### src/rtl/vga_sync_gen.sv
// VGA raster timing: prescaled h/v counters, sync/blank decode, and a PIPE_DELAY-clk delay line on the syncs.
// Coordinates and decodes are valid the clk the counters update; *_d outputs lag by PIPE_DELAY clk; no backpressure.
module vga_sync_gen #(
  parameter int H_DISPLAY  = 640,
  parameter int H_FRONT    = 16,
  parameter int H_SYNC     = 96,
  parameter int H_BACK     = 48,
  parameter int V_DISPLAY  = 480,
  parameter int V_FRONT    = 10,
  parameter int V_SYNC     = 2,
  parameter int V_BACK     = 33,
  parameter int SYNC_POL   = 0,
  parameter int CLK_DIV    = 2,
  parameter int PIPE_DELAY = 2
) (
  input  logic       clk,
  input  logic       reset,
  output logic       pixel_tick,
  output logic [9:0] pixel_x,
  output logic [9:0] pixel_y,
  output logic       video_on,
  output logic       hsync,
  output logic       vsync,
  output logic       frame_start,
  output logic       hsync_d,
  output logic       vsync_d,
  output logic       video_on_d
);

  localparam int H_TOTAL = H_DISPLAY + H_FRONT + H_SYNC + H_BACK;
  localparam int V_TOTAL = V_DISPLAY + V_FRONT + V_SYNC + V_BACK;

  localparam logic [9:0] H_LAST = 10'(H_TOTAL - 1);
  localparam logic [9:0] V_LAST = 10'(V_TOTAL - 1);
  localparam logic [9:0] H_VIS  = 10'(H_DISPLAY);
  localparam logic [9:0] V_VIS  = 10'(V_DISPLAY);
  localparam logic [9:0] HS_BEG = 10'(H_DISPLAY + H_FRONT);
  localparam logic [9:0] HS_END = 10'(H_DISPLAY + H_FRONT + H_SYNC);
  localparam logic [9:0] VS_BEG = 10'(V_DISPLAY + V_FRONT);
  localparam logic [9:0] VS_END = 10'(V_DISPLAY + V_FRONT + V_SYNC);
  localparam logic [1:0] DIV_LAST = 2'(CLK_DIV - 1);
  localparam logic       ACT = (SYNC_POL != 0);

  if (CLK_DIV < 1 || CLK_DIV > 4) begin : g_bad_div
    $error("vga_sync_gen: CLK_DIV must be in 1..4");
  end
  if (PIPE_DELAY < 0 || PIPE_DELAY > 7) begin : g_bad_dly
    $error("vga_sync_gen: PIPE_DELAY must be in 0..7");
  end

  logic [1:0] div;
  logic [9:0] h;
  logic [9:0] v;

  assign pixel_tick = (div == DIV_LAST);

  always_ff @(posedge clk) begin
    if (reset) begin
      div         <= '0;
      h           <= '0;
      v           <= '0;
      frame_start <= 1'b0;
    end else begin
      div         <= pixel_tick ? 2'd0 : div + 2'd1;
      frame_start <= 1'b0;
      if (pixel_tick) begin
        if (h == H_LAST) begin
          h <= '0;
          if (v == V_LAST) begin
            v           <= '0;
            frame_start <= 1'b1;
          end else begin
            v <= v + 10'd1;
          end
        end else begin
          h <= h + 10'd1;
        end
      end
    end
  end

  assign pixel_x  = h;
  assign pixel_y  = v;
  assign video_on = (h < H_VIS) && (v < V_VIS);
  assign hsync    = ((h >= HS_BEG) && (h < HS_END)) ? ACT : ~ACT;
  assign vsync    = ((v >= VS_BEG) && (v < VS_END)) ? ACT : ~ACT;

  // Free-running shift regs so the syncs line up with RGB coming out of the tile/font read pipeline.
  if (PIPE_DELAY == 0) begin : g_nodly
    assign hsync_d    = hsync;
    assign vsync_d    = vsync;
    assign video_on_d = video_on;
  end else begin : g_dly
    logic [PIPE_DELAY-1:0] hs_q;
    logic [PIPE_DELAY-1:0] vs_q;
    logic [PIPE_DELAY-1:0] von_q;

    always_ff @(posedge clk) begin
      if (reset) begin
        hs_q  <= {PIPE_DELAY{~ACT}};
        vs_q  <= {PIPE_DELAY{~ACT}};
        von_q <= '0;
      end else begin
        hs_q[0]  <= hsync;
        vs_q[0]  <= vsync;
        von_q[0] <= video_on;
        for (int i = 1; i < PIPE_DELAY; i++) begin
          hs_q[i]  <= hs_q[i-1];
          vs_q[i]  <= vs_q[i-1];
          von_q[i] <= von_q[i-1];
        end
      end
    end

    assign hsync_d    = hs_q[PIPE_DELAY-1];
    assign vsync_d    = vs_q[PIPE_DELAY-1];
    assign video_on_d = von_q[PIPE_DELAY-1];
  end

endmodule

### config.mk
export PLATFORM = sky130hd
export DESIGN_NAME = vga_sync_gen
export DESIGN_NICKNAME = d
export VERILOG_FILES = /design/src/rtl/vga_sync_gen.sv
export SDC_FILE = /design/constraint.sdc
export NUM_CORES = 1
export LEC_CHECK = 0
export ABC_AREA = 0
export BUFFER_PORTS_ARGS = -buffer_cell sky130_fd_sc_hd__buf_2
export CAP_MARGIN = 20
export CELL_PAD_IN_SITES_DETAIL_PLACEMENT = 0
export CELL_PAD_IN_SITES_GLOBAL_PLACEMENT = 2
export CORE_ASPECT_RATIO = 0.75
export CORE_UTILIZATION = 28
export DETAILED_ROUTE_END_ITERATION = 7
export PLACE_DENSITY = 0.71
export SYNTH_ARGS = -nofsm -noshare
export SYNTH_HDL_FRONTEND = slang
export SYNTH_SLANG_ARGS = --single-unit
### constraint.sdc
create_clock -name clk -period 2.1 [get_ports clk]
set_clock_uncertainty 0.1 [all_clocks]
set_input_delay 0.315 -clock clk [delete_from_list [all_inputs] [get_ports clk]]
set_output_delay 0.315 -clock clk [all_outputs]
set_load 0.02 [all_outputs]
==> run_results.csv, run 1 <==
group,metric,value,unit
synth,syn_nets,154,
clock_network,htreeDepth,2,
timing,slew-limit-headroom,0.746,
synth,syn_area_per_cell,8.83,µm²
critical_path,crit_family,"simple AND/OR/NAND/NOR gates",
placed_design,finalWeightedCongestion,0.738,
power_and_ir_drop,peakVddDrop,0.000366,V
timing,drv_slew,0,
layout,regArea,587,µm²
critical_path,worstPathMaxFanout,18,
timing,holdWs,309,ps
die,die-area,0.00491,mm²
timing,post-route-min-period,1930,ps
min_path,hold_class,"reg -> reg",
die,initial_utilization,0.290,
drt,drt_iter0_drc,48,
critical_path,arrival,2030,ps
global_route,grt_pass1_vias,1082,
timing,rsz0062_at_grt,"no",
clock_network,clock-sinks,29,
layout,antenna_cells,0,
synth,synth_seq_cells,29,
clock_network,cts_buffer_depth,2,
die,fp.dieH,61.0,µm
layout,drive_gt1_frac,0.337,
global_route,grt_max_degree,22,
power_and_ir_drop,p_leak,0.675,nW
clock_network,worstSkewPairLatency,270,ps
critical_path,slowest_delay,420,ps
synth,netlist_area,0.00130,mm²
drt,vias,1224,
critical_path,endpoint_kind,"flip-flop",
clock_network,numCtsBuffers,5,
timing,setup_tns,0,ps
die,rows,21,
drt,avgRoutedWirePerCell,12.8,µm
global_route,grt_pass1_wl,5200,µm
critical_path,criticalPathCategory,"reg -> reg",
layout,syn2layout_area_growth,33.8,%
drt,routed_wl,3210,µm
timing,hold_viol_final,0,
synth,synth_seq_area_share,0.447,
placed_design,port_buffers,29,
critical_path,path_cells,"ha_4, nand3_2, or4_1, buf_4, or3_1, a21oi_1",
die,top_level_ports,30,
drt,drtAntennaViolNets,0,
drt,drc,0,
timing,max_freq,519,MHz
global_route,grt.overflow.total,0,
synth,ys_types,32,
clock_network,clk_pin_slew,70,ps
critical_path,path_buf_inv,1,
clock_network,cts_tree,"built",
layout,fillCellCount,488,
placed_design,dpl.hpwl,2380,µm
global_route,grtUsageTotal,0.145,
drt,dr.pass1.iters,4,
layout,multi_input_area,692,µm²
die,fp.dieW,80.6,µm
global_route,antenna_found_initial,0,
layout,fin_nets,199,
clock_network,cts-root-buf,"clkbuf_8",
synth,ys_warn_count,0,
die,core_area,0.00447,mm²
critical_path,start_kind,"flip-flop",
job,maxCapViolCount,0,
timing,setup_viol,0,
drt,vias_per_cell,4.90,
critical_path,cp.required,2210,ps
critical_path,slowest_stage,"or4_1",
synth,synth_cells,147,
timing,tightest_slew,378,ps
status,status,"complete, no violations",
power_and_ir_drop,power_density,668,mW/mm²
timing,fin_crit_sh,0.918,
layout make-up:
class,instances,share of cell area
sequential,29,0.338
clock inverter,1,0.00288
inverter,7,0.0151
multi-input combinational,105,0.399
clock buffer,7,0.0555
tap,57,0.0411
timing repair buffer,44,0.149
metal layers:
layer	global-route usage	vias to the layer above	routed length, µm
met1	0.175	578	1500
met5	0	-	0
met3	0.0481	4	186
li1	-	615	-
met2	0.242	27	1490
met4	0.0536	0	29
synthesized netlist by cell type, drive strengths merged:
| cell | instances | share of area |
|---|---|---|
| nor4bb | 1 | 0.0077 |
| nand3 | 6 | 0.023 |
| xor2 | 4 | 0.027 |
| nor3 | 13 | 0.050 |
| inv | 7 | 0.020 |
| xnor2 | 6 | 0.041 |
| nand2 | 7 | 0.022 |
| or4 | 2 | 0.012 |
| nor2b | 2 | 0.0096 |
| nand3b | 1 | 0.0058 |
| nor4 | 4 | 0.024 |
| o21bai | 1 | 0.0087 |
| and2 | 1 | 0.0048 |
| clkbuf | 3 | 0.0087 |
| or2 | 4 | 0.019 |
| or3 | 7 | 0.034 |
| buf | 3 | 0.014 |
| o21ai | 7 | 0.027 |
| nor2 | 8 | 0.023 |
| a21oi | 10 | 0.039 |
| nand4 | 8 | 0.039 |
| ha | 5 | 0.048 |
| and3 | 3 | 0.014 |
| o21a | 1 | 0.0058 |
| o31ai | 1 | 0.0058 |
| and4 | 1 | 0.0068 |
| dfxtp | 29 | 0.45 |
| nand2b | 1 | 0.0048 |
| nand4bb | 1 | 0.0087 |
stage by stage:
stage | setup slack, ps | power, mW | util | cells | instance area (µm²)
floorplan | 21.8 | 0.650 | - | 147 | 1330
global placement | 154 | 0.666 | 0.362 | 242 | 1620
detailed placement | 87.0 | 0.670 | 0.362 | 242 | 1620
CTS | 64.0 | 1.18 | 0.385 | 250 | 1720
global route | 15.6 | 1.23 | 0.389 | 250 | 1740
finish | 173 | 1.16 | 0.389 | 250 | 1740
cells by family (layout without fill, tap and decap cells):
family / Yosys count / after routing / synth area share
adder cells (fa/ha/maj): 5 / 5 / 0.0482
AND/OR/NAND/NOR: 70 / 70 / 0.309
flip-flops: 29 / 29 / 0.447
XOR/XNOR: 10 / 10 / 0.0675
buffers and inverters: 13 / 59 / 0.0424
AO/OA/AOI/OAI: 20 / 20 / 0.0858
final timing paths:
kind / start / to / slack, ps / cells past startpoint
worst min register to register: g_dly.hs_q[0] / g_dly.hs_q[1] / 310 / 1
worst min-delay path: g_dly.hs_q[0] / g_dly.hs_q[1] / 310 / 1
worst max-delay path: pixel_x[1] / pixel_y[7] / 170 / 6
worst max register to register: pixel_x[1] / pixel_y[7] / 170 / 6
report_power, final:
part | total [mW] | switching, mW | internal [mW]
Sequential | 0.580 | 0.0140 | 0.566
Clock | 0.500 | 0.205 | 0.296
Combinational | 0.0799 | 0.0460 | 0.0339
Total | 1.16 | 0.265 | 0.895
state kept, by name, summed over array words and instances, names as in the netlist:
signal and cells:
frame_start 1, div 2, g_dly.vs_q 2, g_dly.von_q 2, g_dly.hs_q 2, pixel_y 10
pixel_x 10
cell usage in the layout (no fill, tap or decap), drive strengths merged, types with 2 or more instances in the layout:
cell and count:
or3 7, nand2 7, dfxtp 29, ha 5
buf 44, nor4 4, inv 7, clkbuf 7
nor2b 2, nand4 8, xor2 4, or4 2
nor2 8, xnor2 6, or2 4, nor3 13
nand3 6, o21ai 7, a21oi 10, and3 3
worst register-to-register path, stage by stage, from the launching register on:
cell	delay (ps)
dfxtp_2	380
ha_4	160
nand3_2	100
or4_1	420
buf_4	210
or3_1	350
a21oi_1	150
what timing repair did:
item	in CTS	in global routing
endpoints found under the setup margin	0	8
resized for setup	0	4
hold buffers	0	0
setup buffers	0	0
Note: power is estimated with default switching activity, not from simulation.
==> run 2, diff against run 1 <==
--- a/config.mk
+++ b/config.mk
@@ -11,9 +11,10 @@
 export CELL_PAD_IN_SITES_DETAIL_PLACEMENT = 0
 export CELL_PAD_IN_SITES_GLOBAL_PLACEMENT = 2
 export CORE_ASPECT_RATIO = 0.75
-export CORE_UTILIZATION = 28
+export CORE_UTILIZATION = 31
 export DETAILED_ROUTE_END_ITERATION = 7
-export PLACE_DENSITY = 0.71
+export PLACE_DENSITY = 0.84
+export SKIP_LAST_GASP = 1
 export SYNTH_ARGS = -nofsm -noshare
 export SYNTH_HDL_FRONTEND = slang
 export SYNTH_SLANG_ARGS = --single-unit
==> constraint.sdc (replaced) <==
create_clock -name clk -period 2 [get_ports clk]
set_clock_uncertainty 0.1 [all_clocks]
set_input_delay 0.3 -clock clk [delete_from_list [all_inputs] [get_ports clk]]
set_output_delay 0.3 -clock clk [all_outputs]
set_load 0.02 [all_outputs]
==> run_results.csv, run 2 (synthesis gave the netlist of run 1 again) <==
group,metric,value,unit
timing,slew-limit-headroom,0.744,
power_and_ir_drop,power,1.17,mW
power_and_ir_drop,pwr-share-comb,0.075,
timing,setup_tns,0,ps
placed_design,dpl.hpwl,2320,µm
critical_path,arrival,2050,ps
power_and_ir_drop,switching_share,0.253,
placed_design,place_area,0.00160,mm²
power_and_ir_drop,pwr-share-seq,0.522,
clock_network,cts-root-buf,"clkbuf_8",
critical_path,start_kind,"flip-flop",
timing,rsz0062_at_grt,"yes",
timing,fin_ws,59.2,ps
drt,top_layer_used,"met4",
drt,dr.pass1.iters,4,
clock_network,worstSkewPairLatency,280,ps
clock_network,cts_tree,"built",
global_route,antenna_found_initial,0,
die,fp.dieH,58.0,µm
placed_design,dp_slack,81.1,ps
layout,fillCellCount,390,
min_path,hold_class,"reg -> reg",
critical_path,criticalPathCategory,"reg -> reg",
power_and_ir_drop,pwr-share-clk,0.403,
clock_network,htreeDepth,2,
min_path,whs_endpoint,"g_dly.vs_q[1]",
die,initial_utilization,0.339,
drt,drt_iter0_drc,71,
global_route,grtUsageTotal,0.157,
job,maxCapViolCount,0,
timing,post-route-min-period,1940,ps
clock_network,clock-sinks,29,
global_route,grt_pass1_vias,1095,
die,fp.dieW,76.7,µm
timing,max_freq,515,MHz
drt,wl_met3,187,µm
power_and_ir_drop,internal_power,0.871,mW
global_route,grt_max_degree,22,
timing,setup_viol,0,
layout,final_cell_mix,"buf_2 (29), dfxtp_1 (20), nor3_1 (13), a21oi_1 (10), buf_4 (9)",
die,top_level_ports,30,
clock_network,clk_pin_slew,70,ps
die,core_area,0.00383,mm²
drt,vias,1223,
placed_design,finalWeightedCongestion,0.771,
layout,fin_nets,196,
power_and_ir_drop,peakVddDrop,0.000343,V
drt,vias_per_cell,5.05,
drt,dr_wl_met2,1430,µm
drt,met1_length,1760,µm
timing,hold_viol_final,0,
drt,avgRoutedWirePerCell,14.1,µm
status,status,"complete, no violations",
critical_path,endpoint_kind,"flip-flop",
layout,drive_gt1_frac,0.368,
drt,routed_wl,3420,µm
timing,drv_slew,0,
clock_network,cts_setup_buffers,0,
clock_network,numCtsBuffers,5,
critical_path,rr_endpoint,"pixel_y[7]",
layout,fin_area,0.00173,mm²
layout,mostFrequentLayoutCell,"buf_2",
critical_path,reg2reg_setup_slack,60,ps
drt,drtAntennaViolNets,0,
power_and_ir_drop,p_leak,0.647,nW
clock_network,cts_buffer_depth,2,
die,die-area,0.00445,mm²
critical_path,rr_worst_depth,4,
layout,final_util,0.452,
timing,fin_crit_sh,0.970,
min_path,hold_start,"g_dly.vs_q[0]",
power_and_ir_drop,power.switching,0.295,mW
drt,drc,0,
min_path,hold_depth,1,
layout,antenna_cells,0,
timing,tightest_slew,385,ps
critical_path,worstPathMaxFanout,8,
placed_design,port_buffers,29,
global_route,grt_pass1_wl,5310,µm
critical_path,reg2reg_from,"pixel_x[5]",
global_route,grt.overflow.total,0,
critical_path,cp.required,2110,ps
layout,syn2layout_area_growth,33.5,%
die,rows,19,
power_and_ir_drop,power_density,673,mW/mm²
-- run 2: cell count changes in the layout (fill, tap and decap cells not counted), sizes merged --
cell / delta
or4: +2
buf: -6
clkbuf: -2
clkinv: +1
clkinvlp: +1
o21bai: +1
-- run 2: routing by layer --
metal  GRT usage  up-vias
li1            -      615
met1       0.220      576
met2       0.214       26
met3      0.0583        6
met4      0.0659        0
met5           0        -
-- run 2: worst max-delay path, cell delays in order, from the launching register on --
cell	delay [ps]
dfxtp_2	360
nand4bb_1	290
or4_4	600
or3_1	370
a21oi_1	150
-- run 2: worst max path at each step --
stage,startpoint,endpoint,slack [ps],cells after the start
final,pixel_x[5],pixel_y[7],60,4
after floorplan,div[1],pixel_y[6],60,9
after detailed placement,pixel_x[5],pixel_y[9],80,4
after global placement,pixel_x[5],pixel_y[6],140,4
after global routing,pixel_x[0],pixel_y[3],-3,5
after CTS,pixel_x[5],pixel_y[9],70,4
-- run 2: repair_timing --
| action | in CTS | in global routing |
|---|---|---|
| hold buffers | 0 | 0 |
| setup endpoints to repair | 0 | 4 |
| endpoints found under the hold margin | 0 | 0 |
| resized for setup | 0 | 4 |
-- run 2: area by class of cell --
type | count | area, µm² | area share
clock buffers | 5 | 68.8 | 0.0397
clock inverters | 3 | 17.5 | 0.0101
inverters | 7 | 26.3 | 0.0152
multi-input cells | 108 | 744 | 0.430
flip-flops and latches | 29 | 597 | 0.345
well taps | 52 | 65.1 | 0.0376
repair buffers | 38 | 213 | 0.123
-- run 2: stage by stage --
step	hold WS, ps	instances
final	309	242
after global routing	314	242
after CTS	307	239
after detailed placement	296	231
after global placement	296	231
after floorplan	289	147
-- run 2: power groups by stage --
stage / clock [mW] / sequential [mW] / combinational (mW)
final: 0.470 / 0.609 / 0.0873
after global routing: 0.512 / 0.611 / 0.0991
after CTS: 0.482 / 0.610 / 0.0861
after detailed placement: 0 / 0.622 / 0.0860
after global placement: 0 / 0.621 / 0.0835
after floorplan: 0 / 0.629 / 0.0600
==> run 3, diff against run 2 <==
==> constraint.sdc (replaced) <==
create_clock -name clk -period 1.9 [get_ports clk]
set_clock_uncertainty 0.1 [all_clocks]
set_input_delay 0.285 -clock clk [delete_from_list [all_inputs] [get_ports clk]]
set_output_delay 0.285 -clock clk [all_outputs]
set_load 0.02 [all_outputs]
==> run_results.csv, run 3 (synthesis gave the netlist of run 1 again) <==
group,metric,value,unit
timing,slew-limit-headroom,0.747,
timing,rsz0062_at_grt,"yes",
drt,drc,0,
critical_path,criticalPathCategory,"reg -> reg",
drt,dr.pass1.iters,4,
layout,final_cell_mix,"buf_2 (29), dfxtp_1 (20), buf_4 (17), nor3_1 (13), a21oi_1 (9)",
die,die-area,0.00445,mm²
layout,regArea,594,µm²
timing,setup_tns,-10.3,ps
global_route,grtUsageTotal,0.156,
timing,setup_viol,1,
drt,vias_per_cell,5.18,
status,failed_checks,"negative setup slack",
timing,hold_viol_final,0,
layout,drive_gt1_frac,0.401,
min_path,hold_class,"in -> reg",
global_route,grt_pass1_wl,5240,µm
critical_path,worstPathMaxFanout,5,
job,maxCapViolCount,0,
layout,fillCellCount,386,
timing,post-route-min-period,1910,ps
critical_path,cp.required,2020,ps
die,initial_utilization,0.339,
global_route,grt.overflow.total,0,
layout,fin_nets,203,
placed_design,finalWeightedCongestion,0.759,
clock_network,cts_buffer_depth,2,
die,fp.dieH,58.0,µm
die,fp.dieW,76.7,µm
power_and_ir_drop,power_density,698,mW/mm²
global_route,grt_pass1_vias,1101,
status,status,"complete, but fails checks",
timing,fin_ws,-10.3,ps
critical_path,start_kind,"flip-flop",
drt,vias,1290,
clock_network,worstSkewPairLatency,280,ps
timing,fin_crit_sh,1.01,
power_and_ir_drop,power,1.24,mW
layout,multi_input_area,733,µm²
clock_network,cts-root-buf,"clkbuf_8",
layout,syn2layout_area_growth,36.9,%
layout,mostFrequentLayoutCell,"buf_2",
placed_design,dpl.hpwl,2320,µm
critical_path,arrival,2030,ps
die,rows,19,
clock_network,htreeDepth,2,
power_and_ir_drop,p_leak,0.688,nW
timing,tightest_slew,377,ps
drt,drtAntennaViolNets,0,
timing,drv_slew,0,
die,core_area,0.00383,mm²
placed_design,port_buffers,29,
placed_design,dp_slack,17.6,ps
clock_network,cts_tree,"built",
critical_path,endpoint_kind,"flip-flop",
clock_network,numCtsBuffers,5,
clock_network,clk_pin_slew,70,ps
power_and_ir_drop,peakVddDrop,0.000340,V
drt,avgRoutedWirePerCell,13.8,µm
global_route,antenna_found_initial,0,
timing,max_freq,523,MHz
drt,routed_wl,3450,µm
die,top_level_ports,30,
timing,holdWs,296,ps
global_route,grt_max_degree,22,
clock_network,clock-sinks,29,
clock_network,hold_buffers,0,
layout,antenna_cells,0,
drt,drt_iter0_drc,75,
## run 3: cell types whose count changed in the layout (fill, tap and decap cells not counted)
cell        before  now
a21oi_2          0    1
o21bai_4         1    0
dfxtp_4          2    1
or4_4            3    4
buf_4            9   17
clkinvlp_4       1    0
a21oi_1         10    9
or4_1            1    0
inv_4            0    1
dfxtp_2          7    8
## run 3: final timing paths
check / from / to / slack (ps) / depth (start not counted)
max: pixel_x[0] / pixel_y[6] / -10 / 5
min: reset / pixel_x[4] / 300 / 2
max reg2reg: pixel_x[0] / pixel_y[6] / -10 / 5
min reg2reg: g_dly.vs_q[0] / g_dly.vs_q[1] / 320 / 1
## run 3: per-stage QoR
| stage | std cells | util | cell area (µm²) |
|---|---|---|---|
| 4_1_cts | 246 | 0.454 | 1740 |
| 3_5_place_dp | 238 | 0.432 | 1650 |
| 2_1_floorplan | 147 | - | 1360 |
| 5_1_grt | 249 | 0.464 | 1780 |
| 6_report | 249 | 0.464 | 1780 |
| 3_3_place_gp | 238 | 0.432 | 1650 |
## run 3: worst max-delay path: stages, from the launching register on
cell	delay, ps
dfxtp_4	370
ha_4	160
nand3_4	110
or4_4	570
or4_4	430
a21oi_2	120
## run 3: timing repair
action,in CTS,in global routing
buffers inserted,0,1
endpoints found under the setup margin,0,5
gates resized for setup,0,4
## run 3: area by class of cell
| cell class | instances | area share |
|---|---|---|
| clock buffers | 5 | 0.0387 |
| repair buffers | 46 | 0.154 |
| inverters | 7 | 0.0148 |
| multi-input cells | 107 | 0.413 |
| well taps | 52 | 0.0366 |
| flip-flops and latches | 29 | 0.335 |
| clock inverters | 3 | 0.00915 |
## run 3: report_power, final
group          internal, mW  switching (mW)
logic                0.0468          0.0586
clock network         0.253           0.244
registers             0.626          0.0125
total                 0.925           0.315
## run 3: routing by layer
metal,global-route usage,part of all wire,vias up
li1,-,-,627
met1,0.210,0.49,615
met2,0.221,0.43,42
met3,0.0535,0.060,6
met4,0.0824,0.015,0
met5,0,0,-
